File: src/rtl/code_pkg.sv
// Shared definitions for the 4b/5b code path: code width, serial FSM states and frame length.
// Optional parity bit is enabled by defining CODE_TX_PARITY_EN.
package code_pkg;

  localparam int DATA_W = 5;

  typedef enum logic [2:0] {
    ST_IDLE   = 3'd0,
    ST_START  = 3'd1,
    ST_DATA   = 3'd2,
`ifdef CODE_TX_PARITY_EN
    ST_PARITY = 3'd3,
`endif
    ST_STOP   = 3'd4
  } tx_state_t;

  // Serial bits per frame: start + data + optional parity + stop.
  function automatic int frame_bits();
`ifdef CODE_TX_PARITY_EN
    return DATA_W + 3;
`else
    return DATA_W + 2;
`endif
  endfunction

endpackage

File: src/rtl/code_frame_tx_if.sv
// Valid/ready code handshake between the 4b/5b converter (master) and the frame transmitter (slave).
interface code_frame_tx_if #(
  parameter int DATA_W = code_pkg::DATA_W
);
  logic              in_valid;
  logic              in_ready;
  logic [DATA_W-1:0] in_code;

  modport master (output in_valid, output in_code, input in_ready);
  modport slave  (input in_valid, input in_code, output in_ready);
endinterface

File: src/rtl/code_fifo.sv
// Synchronous FIFO buffering converted codes ahead of the serialiser; head is visible combinationally.
module code_fifo #(
  parameter int DATA_W = 5,
  parameter int DEPTH  = 4
) (
  input  logic                       clk,
  input  logic                       rst_n,
  input  logic                       push,
  input  logic [DATA_W-1:0]          wdata,
  input  logic                       pop,
  output logic [DATA_W-1:0]          rdata,
  output logic                       full,
  output logic                       empty,
  output logic [$clog2(DEPTH):0]     count
);

  localparam int PTR_W = $clog2(DEPTH);
  localparam int CNT_W = PTR_W + 1;

  logic [DATA_W-1:0] mem_r [DEPTH];
  logic [PTR_W-1:0]  wr_ptr_r;
  logic [PTR_W-1:0]  rd_ptr_r;
  logic [CNT_W-1:0]  count_r;
  logic              push_ok_s;
  logic              pop_ok_s;
  logic              full_s;
  logic              empty_s;

  assign full_s    = (count_r == CNT_W'(DEPTH));
  assign empty_s   = (count_r == CNT_W'(0));
  // A push while full is dropped; there is no pass-through of a simultaneous pop.
  assign push_ok_s = push & ~full_s;
  assign pop_ok_s  = pop & ~empty_s;

  assign rdata = mem_r[rd_ptr_r];
  assign full  = full_s;
  assign empty = empty_s;
  assign count = count_r;

  // Storage array; contents need no reset since count gates every read.
  always_ff @(posedge clk) begin
    if (push_ok_s) begin
      mem_r[wr_ptr_r] <= wdata;
    end
  end

  // Pointers wrap naturally modulo DEPTH; count tracks occupancy.
  always_ff @(posedge clk or negedge rst_n) begin
    if (!rst_n) begin
      wr_ptr_r <= '0;
      rd_ptr_r <= '0;
      count_r  <= '0;
    end else begin
      if (push_ok_s) begin
        wr_ptr_r <= wr_ptr_r + PTR_W'(1);
      end
      if (pop_ok_s) begin
        rd_ptr_r <= rd_ptr_r + PTR_W'(1);
      end
      case ({push_ok_s, pop_ok_s})
        2'b10:   count_r <= count_r + CNT_W'(1);
        2'b01:   count_r <= count_r - CNT_W'(1);
        default: count_r <= count_r;
      endcase
    end
  end

endmodule

File: src/rtl/code_frame_tx.sv
// Serial frame transmitter for 5-bit codes: FIFO, then start / data LSB-first / stop on tx.
// Define CODE_TX_PARITY_EN to insert an even-parity bit between data and stop.
module code_frame_tx #(
  parameter int DATA_W       = code_pkg::DATA_W,
  parameter int DEPTH        = 4,
  parameter int CLKS_PER_BIT = 4
) (
  input  logic                   clk,
  input  logic                   rst_n,
  code_frame_tx_if.slave         in_if,
  output logic                   tx,
  output logic                   busy,
  output logic [$clog2(DEPTH):0] fifo_count
);

  import code_pkg::*;

  localparam int BAUD_W = (CLKS_PER_BIT > 1) ? $clog2(CLKS_PER_BIT) : 1;
  localparam int BIT_W  = $clog2(DATA_W + 1);
  localparam logic [BAUD_W-1:0] BAUD_LAST = BAUD_W'(CLKS_PER_BIT - 1);
  localparam logic [BIT_W-1:0]  BIT_LAST  = BIT_W'(DATA_W - 1);

  tx_state_t         state_r;
  tx_state_t         state_nxt_s;
  logic [BAUD_W-1:0] baud_r;
  logic [BAUD_W-1:0] baud_nxt_s;
  logic [BIT_W-1:0]  bit_r;
  logic [BIT_W-1:0]  bit_nxt_s;
  logic [DATA_W-1:0] shift_r;
  logic [DATA_W-1:0] shift_nxt_s;
  logic              tx_nxt_s;
  logic              tx_r;
  logic              busy_r;
  logic              pop_s;
  logic              bit_end_s;
  logic              fifo_full_s;
  logic              fifo_empty_s;
  logic [DATA_W-1:0] head_s;
`ifdef CODE_TX_PARITY_EN
  logic              par_r;
  logic              par_nxt_s;

  function automatic logic even_parity(input logic [DATA_W-1:0] code);
    return ^code;
  endfunction
`endif

  code_fifo #(
    .DATA_W (DATA_W),
    .DEPTH  (DEPTH)
  ) u_fifo (
    .clk   (clk),
    .rst_n (rst_n),
    .push  (in_if.in_valid),
    .wdata (in_if.in_code),
    .pop   (pop_s),
    .rdata (head_s),
    .full  (fifo_full_s),
    .empty (fifo_empty_s),
    .count (fifo_count)
  );

  assign in_if.in_ready = ~fifo_full_s;
  assign bit_end_s      = (baud_r == BAUD_LAST);
  assign tx             = tx_r;
  assign busy           = busy_r;

  // Next-state, counters and FIFO pop; loading a new code always restarts both counters.
  always_comb begin
    state_nxt_s = state_r;
    baud_nxt_s  = baud_r;
    bit_nxt_s   = bit_r;
    shift_nxt_s = shift_r;
    pop_s       = 1'b0;
`ifdef CODE_TX_PARITY_EN
    par_nxt_s   = par_r;
`endif
    case (state_r)
      ST_IDLE: begin
        if (!fifo_empty_s) begin
          pop_s       = 1'b1;
          shift_nxt_s = head_s;
`ifdef CODE_TX_PARITY_EN
          par_nxt_s   = even_parity(head_s);
`endif
          baud_nxt_s  = '0;
          bit_nxt_s   = '0;
          state_nxt_s = ST_START;
        end else begin
          state_nxt_s = ST_IDLE;
        end
      end
      ST_START: begin
        if (bit_end_s) begin
          baud_nxt_s  = '0;
          state_nxt_s = ST_DATA;
        end else begin
          baud_nxt_s  = baud_r + BAUD_W'(1);
        end
      end
      ST_DATA: begin
        if (bit_end_s) begin
          baud_nxt_s  = '0;
          shift_nxt_s = shift_r >> 1;
          if (bit_r == BIT_LAST) begin
            bit_nxt_s   = '0;
`ifdef CODE_TX_PARITY_EN
            state_nxt_s = ST_PARITY;
`else
            state_nxt_s = ST_STOP;
`endif
          end else begin
            bit_nxt_s   = bit_r + BIT_W'(1);
          end
        end else begin
          baud_nxt_s  = baud_r + BAUD_W'(1);
        end
      end
`ifdef CODE_TX_PARITY_EN
      ST_PARITY: begin
        if (bit_end_s) begin
          baud_nxt_s  = '0;
          state_nxt_s = ST_STOP;
        end else begin
          baud_nxt_s  = baud_r + BAUD_W'(1);
        end
      end
`endif
      ST_STOP: begin
        if (bit_end_s) begin
          baud_nxt_s = '0;
          // Chain straight into the next start bit so queued frames leave no idle gap.
          if (!fifo_empty_s) begin
            pop_s       = 1'b1;
            shift_nxt_s = head_s;
`ifdef CODE_TX_PARITY_EN
            par_nxt_s   = even_parity(head_s);
`endif
            bit_nxt_s   = '0;
            state_nxt_s = ST_START;
          end else begin
            state_nxt_s = ST_IDLE;
          end
        end else begin
          baud_nxt_s = baud_r + BAUD_W'(1);
        end
      end
      default: begin
        baud_nxt_s  = '0;
        bit_nxt_s   = '0;
        state_nxt_s = ST_IDLE;
      end
    endcase
  end

  // Line level for the upcoming state, so tx can be registered without a cycle of lag.
  always_comb begin
    tx_nxt_s = 1'b1;
    case (state_nxt_s)
      ST_START:  tx_nxt_s = 1'b0;
      ST_DATA:   tx_nxt_s = shift_nxt_s[0];
`ifdef CODE_TX_PARITY_EN
      ST_PARITY: tx_nxt_s = par_nxt_s;
`endif
      default:   tx_nxt_s = 1'b1;
    endcase
  end

  // FSM, counters, shift register and registered line outputs.
  always_ff @(posedge clk or negedge rst_n) begin
    if (!rst_n) begin
      state_r <= ST_IDLE;
      baud_r  <= '0;
      bit_r   <= '0;
      shift_r <= '0;
      tx_r    <= 1'b1;
      busy_r  <= 1'b0;
`ifdef CODE_TX_PARITY_EN
      par_r   <= 1'b0;
`endif
    end else begin
      state_r <= state_nxt_s;
      baud_r  <= baud_nxt_s;
      bit_r   <= bit_nxt_s;
      shift_r <= shift_nxt_s;
      tx_r    <= tx_nxt_s;
      busy_r  <= (state_nxt_s != ST_IDLE);
`ifdef CODE_TX_PARITY_EN
      par_r   <= par_nxt_s;
`endif
    end
  end

endmodule
File: src/flat_wrapper.sv
// flat-port wrapper written by rule: the top's interface ports become plain ports
module code_frame_tx_flat import code_pkg::*;
#(
  parameter int DATA_W       = code_pkg::DATA_W,
  parameter int DEPTH        = 4,
  parameter int CLKS_PER_BIT = 4
)
  (clk, rst_n, tx, busy, fifo_count, in_if_in_valid, in_if_in_code, in_if_in_ready);
  code_frame_tx_if #(.DATA_W(DATA_W)) in_if_i ();
  input  logic clk;
  input  logic rst_n;
  output logic tx;
  output logic busy;
  output logic [$clog2(DEPTH):0] fifo_count;
  input wire logic [$bits(in_if_i.in_valid)-1:0] in_if_in_valid;
  input wire logic [$bits(in_if_i.in_code)-1:0] in_if_in_code;
  output wire logic [$bits(in_if_i.in_ready)-1:0] in_if_in_ready;
  assign in_if_i.in_valid = in_if_in_valid;
  assign in_if_i.in_code = in_if_in_code;
  assign in_if_in_ready = in_if_i.in_ready;
  code_frame_tx #(.DATA_W(DATA_W), .DEPTH(DEPTH), .CLKS_PER_BIT(CLKS_PER_BIT)) u_core (.clk(clk), .rst_n(rst_n), .in_if(in_if_i), .tx(tx), .busy(busy), .fifo_count(fifo_count));
endmodule
File: config.mk
export PLATFORM = sky130hd
export DESIGN_NAME = code_frame_tx_flat
export DESIGN_NICKNAME = d
export VERILOG_FILES = /design/src/rtl/code_pkg.sv /design/src/rtl/code_frame_tx_if.sv /design/src/rtl/code_fifo.sv /design/src/rtl/code_frame_tx.sv /design/src/flat_wrapper.sv
export SDC_FILE = /design/constraint.sdc
export NUM_CORES = 1
export LEC_CHECK = 0
export CAP_MARGIN = 20
export CORE_MARGIN = 5
export CORE_UTILIZATION = 30
export DETAILED_ROUTE_END_ITERATION = 8
export PLACE_DENSITY = 0.5
export SKIP_CTS_REPAIR_TIMING = 1
export SYNTH_ARGS = -nofsm -noshare
export SYNTH_HDL_FRONTEND = slang
export SYNTH_HIERARCHICAL = 1
export SYNTH_SLANG_ARGS = --single-unit
File: constraint.sdc
create_clock -name clk -period 7 [get_ports clk]
set_input_delay 1.75 -clock clk [delete_from_list [all_inputs] [get_ports clk]]
set_output_delay 1.75 -clock clk [all_outputs]
set_load 0.03 [all_outputs]
### Word level (Yosys, flattened, before mapping)

Memories as Yosys holds them, arrays and structs flattened.
Cells that the tools add are included.

* memories kept: 1
* output and inout bits: 6
* flip-flop bits (word level): 22
* bits in writable memories: 20
* logic and storage cells: 68
* latch bits: 0
* memory bits (read-only): 0
* input port bits: 8

Memories
* u_core.u_fifo.mem_r: words 4, width 5, read ports 1, clocked after memory_dff 0, write ports 1, RTL line code_fifo.sv:20 `logic [DATA_W-1:0] mem_r [DEPTH];`

* mux-type cells: 25
* divide/modulo/power cells: 0
* reduce and logical (&&, ||, !) cells: 8
* shifts and indexed selects: 0
* eq/ne operators: 13
* bitwise gates (word level): 5
* multipliers: 0
* $lt $le $gt $ge: 0
* add/sub/neg operators: 6

Operators by type and width (count)
* two-way mux 3 bit: 8
* case mux 3 bit (4 select lines): 2
* two-way mux 5 bit: 3
* case mux 5 bit (3 select lines): 1
* == test 3 bit (second input constant): 3
* adder 2 x 1 -> 2 bit (second input constant): 3
* adder 3 x 1 -> 3 bit (second input constant): 2
* == test 3 x 1 -> 1 bit (second input constant): 2
* == test 3 x 2 -> 1 bit (second input constant): 2
* logical NOT 3 bit: 2
* case mux 3 bit (2 select lines): 1
* AND reduction 3 bit: 2
* nonzero test 3 bit: 2
* two-way mux 1 bit: 5
* == test 2 bit (second input constant): 2
* two-way mux 2 bit: 2
* != test 2 x 1 -> 1 bit (second input constant): 2
* case mux 1 bit (2 select lines): 2
* case mux 2 bit (2 select lines): 1
* NOT 1 bit: 3
* OR reduction 3 bit: 1
* subtractor 3 x 1 -> 3 bit (second input constant): 1
* bitwise AND 1 bit: 2
* == test 2 x 1 -> 1 bit (second input constant): 1
* other kinds (2): 2

### Depth between registers and ports, before layout

Gate-level depths: netlist of run 1.

* depth after elaboration: 7
* mapped depth: 10
* depth with buffers taken out: 10

### Cells and area by module

Netlist of run 1, hierarchy kept.

Modules (own cells, without submodules)
* code_fifo: area an instance 1164.9 µm², cells each 64, seq. area each 775.7 µm², times used 1
* code_frame_tx: area an instance 953.4 µm², cells each 102, seq. area each 376.6 µm², times used 1

### Worst setup path after synthesis of run 1

Ideal clock, no wire load.

* kind: input port to flip-flop
* start point: in in_if_in_valid
* end point: reg u_core.u_fifo.count_r[2], in the netlist u_core/u_fifo/count[2]
* path buffers: 0
* cell stages on the path: 8
* arrival: 2892 ps
* library setup time: 81 ps
* required time: 6919 ps
* path slack: 4028 ps
* cells stage by stage: nor2b_4 inv_1 ha_1 inv_1 fa_1 xor2_1 nor2_1 xor2_1

* word-level cells in the longest chain between the ends: 3
* elaborated cells on any way between the ends: 5
* classes of those cells: eq/ne (2); mux (1); bitwise (1); reduce/logical (1)

Ends and longest elaborated chain
* start, declared: RTL line flat_wrapper.sv:15 `input wire logic [$bits(in_if_i.in_valid)-1:0] in_if_in_valid;`
* bitwise AND 1 bit *: RTL line code_fifo.sv:32 `assign push_ok_s = push & ~full_s;`
* == test 2 x 1 -> 1 bit / == test 2 bit (equally long branches): RTL line code_fifo.sv:60 `case ({push_ok_s, pop_ok_s})`
* case mux 3 bit (2 select lines) / nonzero test 2 bit (equally long branches)
* end signal, assigned: RTL line code_fifo.sv:61 `2'b10: count_r <= count_r + CNT_W'(1);`
* end signal, assigned: RTL line code_fifo.sv:62 `2'b01: count_r <= count_r - CNT_W'(1);`
* end signal, assigned: RTL line code_fifo.sv:63 `default: count_r <= count_r;`
* end, declared: RTL line code_fifo.sv:23 `logic [CNT_W-1:0] count_r;`

Mark *: on every way between the ends. The rest lies on a longest branch, timed or not.
A chain may end at the register's enable or synchronous reset.

### Final worst setup path of run 1

* start point: reg u_core.u_fifo.count_r[0], in the netlist u_core/u_fifo/count[0]
* end point: out in_if_in_ready

* word-level cells in the longest chain between the ends: 2

Ends and longest elaborated chain
* == test 3 bit: RTL line code_fifo.sv:29 `assign full_s = (count_r == CNT_W'(DEPTH));`
* named net u_core.fifo_full_s: RTL line code_frame_tx.sv:36 `logic fifo_full_s;`
* NOT 1 bit: RTL line code_frame_tx.sv:63 `assign in_if.in_ready = ~fifo_full_s;`
* end, declared: RTL line flat_wrapper.sv:17 `output wire logic [$bits(in_if_i.in_ready)-1:0] in_if_in_ready;`

The timed path passes the listed nets, and every way through them passes these cells.

==> summary.md, run 1 <==
| Metric | Value |
|---|---|
| Status | `finished clean` |
| Met2 wire len | `2045 um` |
| Sw Ratio | `38.16%` |
| Clk buf depth | `2` |
| Per-cell routed wire length | `14.81 um` |
| Synth warnings | `6` |
| Antenna viol nets, final | `0` |
| Pwr Density | `405.6 nW/um^2` |
| Compound-cell area share of the yosys netlist | `11.46%` |
| Met3 routed WL | `120 um` |
| Setup Crit Path Kind | `flip-flop to output port` |
| Via density | `4.725` |
| Largest family of logic cells by synthesized area | `simple AND/OR/NAND/NOR gates` |
| RSZ-0062 raised after global routing | `false` |
| Post-route cell area | `2442 um^2` |
| Synth Area in Adders | `6.202%` |
| Drt total wl | `4087 um` |
| Core area | `6832 um^2` |
| Syn_nets | `183` |
| Pleak | `0.9549 nW` |
| Logic pwr share | `41.2%` |
| Initial antenna violation count | `0` |
| Vias in the first global route | `1,346` |
| Die Ht | `94.03 um` |
| Max Clock Freq | `290.1 MHz` |
| Pint | `0.0006126 W` |
| Final Hold Viols | `0` |
| # DRC | `0` |
| Hold Path Class | `flip-flop to flip-flop` |
| # IOs | `14` |
| Most common cell after layout, fill and taps aside | `dfrtp_1` |
| Mapped Cells | `166` |
| First-pass GRT wire length | `6844 um` |
| Async SR Flop Fraction | `52.38%` |
| Grt ovf | `0` |
| IO buf count | `13` |
| DR top layer | `met4` |
| Xor/xnor cell area share of the yosys netlist | `2.894%` |
| DRT met1 WL | `1868 um` |
| Worst Path Max Fanout | `6` |
| Depth of the CTS H-tree | `2` |
| Commonest non-fill, non-tap cells in the layout | `dfrtp_1 (21), edfxtp_1 (20), inv_1 (14)` |
| Final Setup Violations | `0` |
| Post-synthesis cell type count | `50` |
| Pre-antenna DRT Iters | `4` |
| Vias | `1,304` |
| Flop pwr share | `42.9%` |
| Row count | `30` |
| Share of cells above drive strength 1 | `16.67%` |
| Initial Util | `31.01%` |
| Worst-Skew Late Latency | `0.30 ns` |
| Mux contribution to synthesized area | `6.970%` |
| Worst VDD drop | `125.6 uV` |
| Clock Pin Slew Worst Setup and Hold Paths | `0.09 ns` |
| Max cap viols | `0` |
| Critical path required time | `5.25 ns` |
| Startpoint types | `flip-flop` |
| Yosys reg bits | `42` |
| Slew margin rel. | `58.56%` |
| Fin nets | `196` |
| CTS tree | `yes` |
| Area added between synthesis and finish | `15.30%` |
| Period utilization | `49.25%` |
| Largest net degree at the start of global routing | `23` |
| Initial DRC Count | `26` |
| GRT Total Usage | `10.12%` |
| Final setup TNS | `0 ns` |
| Switching power of the nets | `0.0003781 W` |
| Number of synthesized flops with an enable pin | `20` |
| Clock sink total | `42` |
| Hpwl dp | `2902 um` |
| Worst Skew | `0.004992 ns` |
| Seq/Total Area, Yosys | `54.40%` |
| Placed instance area | `2325 um^2` |
| Kind of end point of the critical path | `output port` |
| Cts bufs inserted | `5` |
| Final min period | `3.447 ns` |
| Synth Cell Area | `2118 um^2` |
| Synthesized area per cell | `12.76 um^2` |
| Clock root buffer | `clkbuf_8` |
| Ys flop type | `dfrtp_1` |
| Slew @ Worst Pin | `0.6169 ns` |
| Max Transition Viols Final | `0` |
| Placer Congestion | `0.7919` |
| N_diodes | `0` |
| Clk pwr share | `16.0%` |
| Crit path DAT | `1.70 ns` |
| Die W | `94.03 um` |
| Die area | `8842 um^2` |
| Simple-Gate Fraction of Synth Area | `12.99%` |
## critical path: stages (launching register included)
cell and delay (ns):
dfrtp_1 0.48, nor3b_4 0.28, inv_1 0.06, clkdlybuf4s50_1 0.59
## path summary, 6_finish.rpt
path / from / endpoint / slack [ns] / cells after the start
hold / removal: u_core/shift_r[3] / u_core/shift_r[2] / 0.51 / 2
hold reg to reg: u_core/shift_r[3] / u_core/shift_r[2] / 0.51 / 2
max in group asynchronous: rst_n / u_core/tx / 4.83 / 2
setup reg to reg: u_core/baud_r[0] / u_core/u_fifo/count[2] / 4.03 / 10
setup / recovery: u_core/u_fifo/count[0] / in_if_in_ready / 3.55 / 3
min in group asynchronous: rst_n / u_core/state_r[2] / 1.69 / 1
## power groups by stage
stage          combinational, W  sequential, W  clock, W
3_5_place_dp           0.000411       0.000432         0
3_3_place_gp           0.000390       0.000426         0
2_1_floorplan          0.000323       0.000408         0
6_report               0.000408       0.000425  0.000158
4_1_cts                0.000412       0.000427  0.000166
5_1_grt                0.000451       0.000438  0.000177
## kinds of logic (layout without fill, tap and decap cells)
group                      Yosys count  count (layout)
DFF                                 42              42
and+or+nand+nor                     42              42
AOI/OAI and AO/OA                   33              33
buffers and inverters               24              38
adders and majority gates           10              10
muxes                                8               8
xor gates and xnor gates             7               7
## synthesized netlist by cell type, drive strengths merged (5+ instances only)
cell type   n  area (um^2)
edfxtp     20        600.6
mux4        5        112.6
o21ai       5        25.02
nand2       6        22.52
nor2b       5        38.78
a22oi       5        37.54
dfrtp      21        525.5
ha          8        100.1
nor2        8        30.03
buf         7        43.79
inv        15        56.30
## per-layer routing
layer	track usage [%]	vias to the layer above
met5	0	-
met4	3.971	0
met3	2.804	5
met2	16.56	14
met1	12.60	657
li1	-	628
## flip-flops by register name, summed over array words and instances, names as in the netlist
signal and flops:
u_core/u_fifo/mem_r 20, u_core/u_fifo/rd_ptr_r 2, u_core/state_r 3, u_core/u_fifo/wr_ptr_r 2
u_core/busy 1, u_core/baud_r 2, u_core/shift_r 5, u_core/tx 1
u_core/u_fifo/count 3, u_core/bit_r 3
## layout make-up
type / count / area [um^2]
Timing Repair Buffer: 15 / 165.2
Clock inverter: 3 / 21.27
Inverter: 15 / 56.30
Multi-Input combinational cell: 100 / 858.3
Sequential cell: 42 / 1152
Clock buffer: 5 / 68.82
Tap cell: 96 / 120.1
Fill cell: 680 / 4389
## stage by stage
stage          hold WS, ns  total power (W)  cells  utilization [%]  setup slack, ns
2_1_floorplan       0.4729        0.0007308    166                -            4.028
3_3_place_gp        0.4974        0.0008162    267            34.03            3.583
3_5_place_dp        0.5047        0.0008422    267            34.03            3.456
4_1_cts             0.5229         0.001004    275            35.35            3.522
5_1_grt             0.5491         0.001065    276            35.75            3.480
6_report            0.5146        0.0009907    276            35.75            3.553
No activity file was read; power rests on OpenSTA's default activity.
==> run 2, diff against run 1 <==
==> constraint.sdc (replaced) <==
create_clock -name clk -period 3.3 [get_ports clk]
set_input_delay 0.825 -clock clk [delete_from_list [all_inputs] [get_ports clk]]
set_output_delay 0.825 -clock clk [all_outputs]
set_load 0.03 [all_outputs]
==> summary.md, run 2 (synthesis gave the netlist of run 1 again) <==
| Metric | Value |
|---|---|
| Critical path required time | `3.52 ns (-1.73 ns)` |
| Most used cell, CP | `xor2_1` |
| Drt total wl | `3754 um (-8.1%)` |
| Fin nets | `198 (+1.0%)` |
| Clock root buffer | `clkbuf_8` |
| Max FFs per register | `20 (unchanged)` |
| Worst Path Max Fanout | `16 (+10)` |
| Slew @ Worst Pin | `0.5780 ns (-0.03885 ns)` |
| Max Transition Viols Final | `0 (unchanged)` |
| Setup Crit Path Kind | `flip-flop to flip-flop` |
| Per-cell routed wire length | `13.50 um (-8.8%)` |
| Final min period | `2.574 ns` |
| Max Clock Freq | `388.4 MHz` |
| IO buf count | `13 (unchanged)` |
| Die Ht | `94.03 um (unchanged)` |
| Cts bufs inserted | `5 (unchanged)` |
| Most common cell after layout, fill and taps aside | `dfrtp_1` |
| Vias in the first global route | `1,302 (-3.3%)` |
| Critical path's slowest cell | `dfrtp_1` |
| Hold Startpoint | `u_core/shift_r[2]` |
| Kind of end point of the critical path | `flip-flop` |
| # DRC | `0 (unchanged)` |
| Final Hold Viols | `0 (unchanged)` |
| GRT Total Usage | `9.262% (-0.86 points)` |
| Status | `finished clean` |
| Worst Setup SP | `u_core/state_r[2]` |
| Clock Pin Slew Worst Setup and Hold Paths | `0.08 ns (about the same)` |
| Max cap viols | `0 (unchanged)` |
| Critical R2R Launch | `u_core/state_r[2]` |
| Clock sink total | `42 (unchanged)` |
| Commonest non-fill, non-tap cells in the layout | `dfrtp_1 (21), edfxtp_1 (20), inv_1 (14)` |
| Hpwl dp | `2666 um (-8.1%)` |
| N_diodes | `0 (unchanged)` |
| Startpoint types | `flip-flop` |
| Levels on crit path | `9 (+6)` |
| Core area | `6832 um^2 (unchanged)` |
| R2R setup slack | `0.73 ns (-3.30 ns)` |
| Pwr Density | `876.7 nW/um^2 (+120%)` |
| First-pass GRT wire length | `6348 um (-7.2%)` |
| Reg2reg end | `u_core/u_fifo/count[2]` |
| Grt ovf | `0 (unchanged)` |
| Crit path DAT | `2.79 ns (+1.09 ns)` |
| Depth of the CTS H-tree | `2 (unchanged)` |
| Die area | `8842 um^2 (unchanged)` |
| Worst-path cell chain | `and2b_1 -> nor4_2 -> o31a_2 -> ha_1 -> inv_1 -> fa_1 -> xor2_1 -> nor2_1 -> xor2_1` |
| Initial antenna violation count | `0 (unchanged)` |
| Final Setup Violations | `0 (unchanged)` |
| Worst VDD drop | `249.7 uV (+99%)` |
| Vias | `1,273 (-2.4%)` |
| Top flop regs | `u_core/u_fifo/mem_r (20), u_core/shift_r (5)` |
| Worst hold path depth | `2 (unchanged)` |
| CTS tree | `yes` |
| Largest net degree at the start of global routing | `23 (unchanged)` |
| R2r worst-path depth | `9 (-1)` |
| Hold Path Sink | `u_core/shift_r[1]` |
| Pre-antenna DRT Iters | `4 (unchanged)` |
| Slew margin rel. | `61.17% (+2.6 points)` |
| # placed instances | `270 (+1.1%)` |
| Filler-free cell count of the finished design | `278 (+0.72%)` |
| Family with the most delay on the worst path | `simple AND/OR/NAND/NOR gates` |
| Share of cells above drive strength 1 | `17.03% (+0.37 points)` |
| CP peak stage delay | `0.57 ns (-0.02 ns)` |
| Hold Path Class | `flip-flop to flip-flop` |
| Area added between synthesis and finish | `16.01%` |
| Initial DRC Count | `63 (+140%)` |
| Worst Skew | `0.002885 ns (-0.002107 ns)` |
| Largest Register | `u_core/u_fifo/mem_r` |
| Antenna viol nets, final | `0 (unchanged)` |
| Buf+Inv Stages, Crit Path | `1 (-1)` |
| Initial Util | `31.01% (unchanged)` |
| Final setup TNS | `0 ns (unchanged)` |
| Via density | `4.579 (-3.1%)` |
| Pleak | `0.9649 nW (+1.0%)` |
| Row count | `30 (unchanged)` |
| Die W | `94.03 um (unchanged)` |
| Worst-Skew Late Latency | `0.29 ns (about the same)` |
| Placer Congestion | `0.6930 (-12%)` |
| Period utilization | `78.01%` |
| Clk buf depth | `2 (unchanged)` |
| RSZ-0062 raised after global routing | `false` |
| # IOs | `14 (unchanged)` |
-- run 2: worst max path at each step --
stage                              to  slack, ns
2_1_floorplan  u_core/u_fifo/count[2]       0.76
3_3_place_gp   u_core/u_fifo/count[2]       0.80
3_5_place_dp   u_core/u_fifo/count[2]       0.73
4_1_cts        u_core/u_fifo/count[2]       0.70
5_1_grt        u_core/u_fifo/count[2]       0.58
6_report       u_core/u_fifo/count[2]       0.73
-- run 2: per-layer routing --
metal | GRT usage, % | up-vias | part of all wire [%]
li1 | - | 628 | -
met1 | 11.52 | 622 | 45
met2 | 15.32 | 20 | 50
met3 | 2.804 | 3 | 3.6
met4 | 3.008 | 0 | 0.80
met5 | 0 | - | 0
-- run 2: stage by stage --
| stage | area [um^2] | utilization (%) | hold WS, ns | total power, W | worst slack (ns) |
|---|---|---|---|---|---|
| 3_5_place_dp | 2347 | 34.36 | 0.4988 | 0.001780 | 0.7252 |
| 6_report | 2457 | 35.97 | 0.5059 | 0.002154 | 0.7256 |
| 5_1_grt | 2457 | 35.97 | 0.5615 | 0.002317 | 0.5755 |
| 3_3_place_gp | 2347 | 34.36 | 0.4937 | 0.001748 | 0.8000 |
| 4_1_cts | 2457 | 35.97 | 0.5145 | 0.002192 | 0.7046 |
| 2_1_floorplan | 2118 | - | 0.4729 | 0.001550 | 0.7642 |
-- run 2: worst min-delay path: cells and delay by family, from the launching register on --
kind	cells	cell delay, ns
flip-flops	1	0.35
AO/OA/AOI/OAI	2	0.13
-- run 2: area by class of cell --
| cell class | instances | area, um^2 |
|---|---|---|
| repair buffers | 17 | 160.2 |
| inverters | 15 | 56.30 |
| clock buffers | 6 | 72.57 |
| well taps | 96 | 120.1 |
| flip-flops and latches | 42 | 1152 |
| clock inverters | 2 | 37.54 |
| multi-input cells | 100 | 858.3 |
| fillers | 687 | 4374 |
-- run 2: report_power, final --
group	leakage, nW	switching, W	total, W	internal, W
logic	0.463	0.000440	0.000875	0.000435
registers	0.451	0.000155	0.000876	0.000721
clock network	0.0514	0.000177	0.000403	0.000226
total	0.965	0.000772	0.00215	0.00138
